$ cat src/rtl/cam_config_seq_pkg.sv
// Shared types and constants for the camera register-table sequencer.
package cam_config_seq_pkg;

  localparam int unsigned ENTRY_W = 16;

  // Reserved table words: end of table, and a fixed-length pause.
  localparam logic [ENTRY_W-1:0] MARK_END = 16'hFFFF;
  localparam logic [ENTRY_W-1:0] MARK_DLY = 16'hFFF0;

  typedef enum logic [2:0] {
    ST_IDLE     = 3'd0,
    ST_FETCH    = 3'd1,
    ST_DECODE   = 3'd2,
    ST_SEND     = 3'd3,
    ST_WAIT_ACK = 3'd4,
    ST_DELAY    = 3'd5,
    ST_DONE     = 3'd6
  } state_t;

  // One table word: sensor register address in the upper byte, value in the lower.
  typedef struct packed {
    logic [7:0] reg_addr;
    logic [7:0] value;
  } rom_entry_t;

endpackage

$ cat src/rtl/cam_config_seq.sv
// Walks the register table and issues one SCCB write per entry, with
// support for pause entries and an end-of-table marker.
module cam_config_seq
  import cam_config_seq_pkg::*;
#(
  parameter int unsigned CLK_F   = 25_000_000,
  parameter int unsigned DLY_CYC = CLK_F / 100,
  parameter int unsigned ROM_AW  = 8
) (
  input  logic              i_clk,
  input  logic              i_rstn,
  input  logic              i_start,
  output logic [ROM_AW-1:0] o_rom_addr,
  input  logic [15:0]       i_rom_data,
  output logic              o_sccb_start,
  output logic [7:0]        o_sccb_addr,
  output logic [7:0]        o_sccb_data,
  input  logic              i_sccb_ready,
  output logic              o_done
);

  localparam int unsigned       CNT_W     = (DLY_CYC < 1) ? 1 : $clog2(DLY_CYC + 1);
  localparam logic [ROM_AW-1:0] ADDR_LAST = '1;

  state_t            r_state;
  logic [ROM_AW-1:0] r_rom_addr;
  logic              r_start;
  logic [7:0]        r_addr;
  logic [7:0]        r_data;
  logic              r_done;
  logic              r_first;
  logic [CNT_W-1:0]  r_cnt;

  rom_entry_t w_entry;
  logic       w_last;

  assign w_entry = rom_entry_t'(i_rom_data);
  // Last table slot: finish instead of wrapping back to entry 0.
  assign w_last  = (r_rom_addr == ADDR_LAST);

  // Sequencer state, table pointer and registered SCCB request outputs.
  always_ff @(posedge i_clk) begin
    if (!i_rstn) begin
      r_state    <= ST_IDLE;
      r_rom_addr <= '0;
      r_start    <= 1'b0;
      r_addr     <= '0;
      r_data     <= '0;
      r_done     <= 1'b0;
      r_first    <= 1'b0;
      r_cnt      <= '0;
    end else begin
      r_start <= 1'b0;
      case (r_state)
        ST_IDLE: begin
          r_rom_addr <= '0;
          if (i_start) r_state <= ST_FETCH;
        end
        ST_FETCH: begin
          r_state <= ST_DECODE;
        end
        ST_DECODE: begin
          if (i_rom_data == MARK_END) begin
            r_done  <= 1'b1;
            r_state <= ST_DONE;
          end else if (i_rom_data == MARK_DLY) begin
            r_cnt   <= '0;
            r_state <= ST_DELAY;
          end else begin
            r_addr  <= w_entry.reg_addr;
            r_data  <= w_entry.value;
            r_state <= ST_SEND;
          end
        end
        ST_SEND: begin
          if (i_sccb_ready) begin
            r_start <= 1'b1;
            r_first <= 1'b1;
            r_state <= ST_WAIT_ACK;
          end
        end
        ST_WAIT_ACK: begin
          // Ready may still read high while the master samples the request.
          r_first <= 1'b0;
          if (!r_first && i_sccb_ready) begin
            if (w_last) begin
              r_done  <= 1'b1;
              r_state <= ST_DONE;
            end else begin
              r_rom_addr <= r_rom_addr + 1'b1;
              r_state    <= ST_FETCH;
            end
          end
        end
        ST_DELAY: begin
          if (r_cnt == CNT_W'(DLY_CYC)) begin
            if (w_last) begin
              r_done  <= 1'b1;
              r_state <= ST_DONE;
            end else begin
              r_rom_addr <= r_rom_addr + 1'b1;
              r_state    <= ST_FETCH;
            end
          end else begin
            r_cnt <= r_cnt + 1'b1;
          end
        end
        ST_DONE: begin
          if (i_start) begin
            r_done     <= 1'b0;
            r_rom_addr <= '0;
            r_state    <= ST_FETCH;
          end
        end
        default: begin
          r_state <= ST_IDLE;
        end
      endcase
    end
  end

  assign o_rom_addr   = r_rom_addr;
  assign o_sccb_start = r_start;
  assign o_sccb_addr  = r_addr;
  assign o_sccb_data  = r_data;
  assign o_done       = r_done;

endmodule

$ cat config.mk
export PLATFORM = sky130hd
export DESIGN_NAME = cam_config_seq
export DESIGN_NICKNAME = d
export VERILOG_FILES = /design/src/rtl/cam_config_seq_pkg.sv /design/src/rtl/cam_config_seq.sv
export SDC_FILE = /design/constraint.sdc
export NUM_CORES = 1
export LEC_CHECK = 0
export BUFFER_PORTS_ARGS = -buffer_cell sky130_fd_sc_hd__buf_2
export CAP_MARGIN = 5
export CORE_AREA = 2 2 71 73
export DETAILED_ROUTE_END_ITERATION = 8
export DIE_AREA = 0 0 73 75
export MAX_ROUTING_LAYER = met4
export PLACE_DENSITY = 0.76
export SKIP_LAST_GASP = 1
export SYNTH_ARGS = -nofsm -noshare
export SYNTH_HDL_FRONTEND = slang
export SYNTH_SLANG_ARGS = --single-unit
$ cat constraint.sdc
create_clock -name i_clk -period 2.5 [get_ports i_clk]
set_input_delay 0.75 -clock i_clk [delete_from_list [all_inputs] [get_ports i_clk]]
set_output_delay 0.75 -clock i_clk [all_outputs]
set_load 0.01 [all_outputs]
==> flow_metrics.env <==
export IMPL_status="finished clean"
export IMPL_track_usage_pct=24.9
export IMPL_busiest_layer="met2"
export IMPL_critPathRequiredTime_ps=2750
export IMPL_synth_edff_count=0
export IMPL_start_kind="input port"
export IMPL_gr_usage_met3_pct=4.55
export IMPL_design_area_um2=2930
export IMPL_worst_pin_slew_ps=730
export IMPL_synthCells=310
export IMPL_htree_levels=2
export IMPL_vias=2489
export IMPL_syn_to_final_growth_pct=15.8
export IMPL_synth_ff_type="dfxtp_1"
export IMPL_clkLatencyLatePin_ps=310
export IMPL_cts_tree="done"
export IMPL_maxCapViolCount=0
export IMPL_place_area_um2=2840
export IMPL_syn_avg_cell_area_um2=8.17
export IMPL_drive_gt1_share_pct=20.4
export IMPL_ys_seq_area_share_pct=37.9
export IMPL_worstReg2RegEnd="o_rom_addr[2]$_SDFFE_PN0P_"
export IMPL_wl_um=6020
export IMPL_synth_async_reset_ratio_pct=0
export IMPL_antenna_found_initial=0
export IMPL_reg2reg_from="r_state[1]$_SDFFE_PN0P_"
export IMPL_route_detailed_drc=0
export IMPL_fmax_mhz=452
export IMPL_ctsResizeCount=0
export IMPL_io_buffers=45
export IMPL_nFillCells=413
export IMPL_pwr_density_cell_nw_per_um2=659
export IMPL_cp_end_kind="register"
export IMPL_dr_pass1_iters=4
export IMPL_setup_viol_count_final=0
export IMPL_path_max_fanout=11
export IMPL_use_met1_pct=32.8
export IMPL_finalCritPeriodShare_pct=88.5
export IMPL_p_leak_nw=1.08
export IMPL_synth_top_area_share_pct=37.9
export IMPL_io_pins=46
export IMPL_numClockSinks=48
export IMPL_hold_viol=0
export IMPL_synthTopCellsByCount="dfxtp_1, nor2_1, nand2_1"
export IMPL_clk_pin_slew_worst_paths_ps=90
export IMPL_synth_area_leader_cell="dfxtp_1"
export IMPL_grt_ovfl_total=0
export IMPL_core_region_area_um2=4660
export IMPL_die_h_um=75
export IMPL_post_cts_buffers=0
export IMPL_wl_per_cell_um=14.7
export IMPL_min_delay_start="o_sccb_data[0]$_SDFFE_PN0P_"
export IMPL_die_w_um=73
export IMPL_hp_class="reg2reg"
export IMPL_whs_path_depth=2
export IMPL_syn_nets=333
export IMPL_reg2reg_slack_ps=330
export IMPL_synth_area_um2=2530
export IMPL_via_per_inst=6.06
export IMPL_cts_buffers=5
export IMPL_rows=25
export IMPL_period_minus_slack_ps=2210
export IMPL_ant_nets=0
export IMPL_initial_utilization_pct=54.3
export IMPL_min_to="o_sccb_data[0]$_SDFFE_PN0P_"
export IMPL_rsz0062_at_grt="false"
export IMPL_relSlewSlack_pct=50.9
export IMPL_clk_path_buf_depth=2
export IMPL_cp_slowest_cell="or4_4"
export IMPL_grt_pass1_wl_um=10500
export IMPL_drtIter0Drc=202
export IMPL_finish_utilization_pct=62.9
export IMPL_critPathMostFrequentCell="or4_4"
export IMPL_grt_max_degree=28
export IMPL_finClkSkew_ps=14.9
export IMPL_ys_ff_latch=48
export IMPL_cp_data_arrival_time_ps=2460
export IMPL_synth_most_common_cell="dfxtp_1"
export IMPL_drv_slew=0
export IMPL_r2r_cells=5
export IMPL_dieArea_um2=5480
export IMPL_path_cells="buf_2 -> or4_4 -> or4_4 -> buf_4 -> a21oi_1 -> o211a_1"
export IMPL_synthTopCellsByArea="dfxtp_1, mux2i_1, nor2_1"
export IMPL_hold_buffers=0
export IMPL_cts_root_buf="clkbuf_8"
export IMPL_n_antenna_cell=0
export IMPL_worstSetupPathType="in2reg"
export IMPL_cpPeakStageDelay_ps=590
export IMPL_synthDistinctLibCells=53
export IMPL_place_gp_congestion=0.865
export IMPL_nets=379
export IMPL_ir_drop_mv=0.429
export IMPL_hpwl_um=4190
export IMPL_ys_warn_count=0
export IMPL_grtUsageMet2_pct=38.3
export IMPL_grt_pass1_vias=2332
cells in the final DEF, fill, tap and decap left out, drive strengths merged, types with 2 or more instances in the layout:
cell / synthesis / routed
a211oi: 4 / 4
a21oi: 10 / 10
a311oi: 2 / 2
a31o: 2 / 2
a31oi: 8 / 8
a41oi: 6 / 6
and3: 2 / 2
and4: 3 / 3
buf: 5 / 57
clkbuf: 13 / 6
dfxtp: 48 / 48
ha: 3 / 3
inv: 10 / 11
mux2i: 17 / 17
nand2: 28 / 28
nand2b: 4 / 4
nand3: 20 / 20
nand4: 13 / 13
nand4b: 2 / 2
nor2: 29 / 29
nor2b: 3 / 3
nor3: 13 / 13
nor4: 5 / 5
o211ai: 2 / 2
o21a: 3 / 3
o21ai: 19 / 19
o22ai: 2 / 2
o311ai: 5 / 5
o31ai: 4 / 4
or3: 5 / 5
or4: 3 / 3
stage by stage:
step | power [mW] | cells | setup TNS [ps] | hold slack (ps) | worst slack, ps
final | 1.93 | 411 | 0 | 489 | 288
after global routing | 2.05 | 411 | 0 | 518 | 172
after CTS | 1.94 | 411 | 0 | 485 | 308
after detailed placement | 1.45 | 403 | -13.6 | 470 | -13.6
after global placement | 1.44 | 403 | 0 | 453 | 49.1
after floorplan | 1.30 | 310 | 0 | 449 | 210
how the worst max path moves through the flow:
| stage | cells past startpoint | end | from |
|---|---|---|---|
| 2_1_floorplan | 5 | r_cnt[11]$_SDFFE_PN0P_ | i_rom_data[0] |
| 3_3_place_gp | 6 | r_cnt[9]$_SDFFE_PN0P_ | i_rom_data[0] |
| 3_5_place_dp | 6 | r_cnt[9]$_SDFFE_PN0P_ | i_rom_data[0] |
| 4_1_cts | 6 | r_cnt[9]$_SDFFE_PN0P_ | i_rom_data[0] |
| 5_1_grt | 5 | r_cnt[16]$_SDFFE_PN0P_ | r_cnt[0]$_SDFFE_PN0P_ |
| 6_report | 6 | r_cnt[9]$_SDFFE_PN0P_ | i_rom_data[1] |
cell families after synthesis:
group / Yosys count / synth area share [%]
buffers and inverters: 28 / 4.59
adders and majority gates: 3 / 1.48
DFF: 48 / 37.9
muxes: 17 / 6.72
and+or+nand+nor: 136 / 27.9
AOI/OAI and AO/OA: 78 / 21.4
state kept, by name, indices dropped and copies added (netlist names):
signal and cells:
r_first 1, r_state 3, r_cnt 18, o_rom_addr 8
o_sccb_start 1, o_sccb_addr 8, o_sccb_data 8, o_done 1
area by class of cell:
cell class,count,area (um2),area share [%]
Clock buffer,6,82.6,2.82
Sequential cell,48,961,32.8
Multi-Input combinational cell,234,1460,49.6
Tap cell,54,67.6,2.30
Clock inverter,2,13.8,0.469
Inverter,10,37.5,1.28
Timing Repair Buffer,57,315,10.8
worst max-delay path: cells and delay by family:
kind / cells / cell delay [ps]
buffers and inverters: 2 / 300
AND/OR/NAND/NOR: 2 / 1100
AO/OA/AOI/OAI: 2 / 310
layer usage:
| metal | part of all wire [%] | wire length [um] |
|---|---|---|
| met2 | 47 | 2830 |
| met5 | 0 | 0 |
| met1 | 48 | 2870 |
| met4 | 1.1 | 67 |
| met3 | 4.2 | 256 |
where the power goes:
| part | internal [mW] | switching [mW] | total, mW |
|---|---|---|---|
| Clock | 0.227 | 0.270 | 0.496 |
| Combinational | 0.235 | 0.289 | 0.524 |
| Sequential | 0.829 | 0.0830 | 0.912 |
| Total | 1.29 | 0.641 | 1.93 |
(Power assumes the default switching activity.)
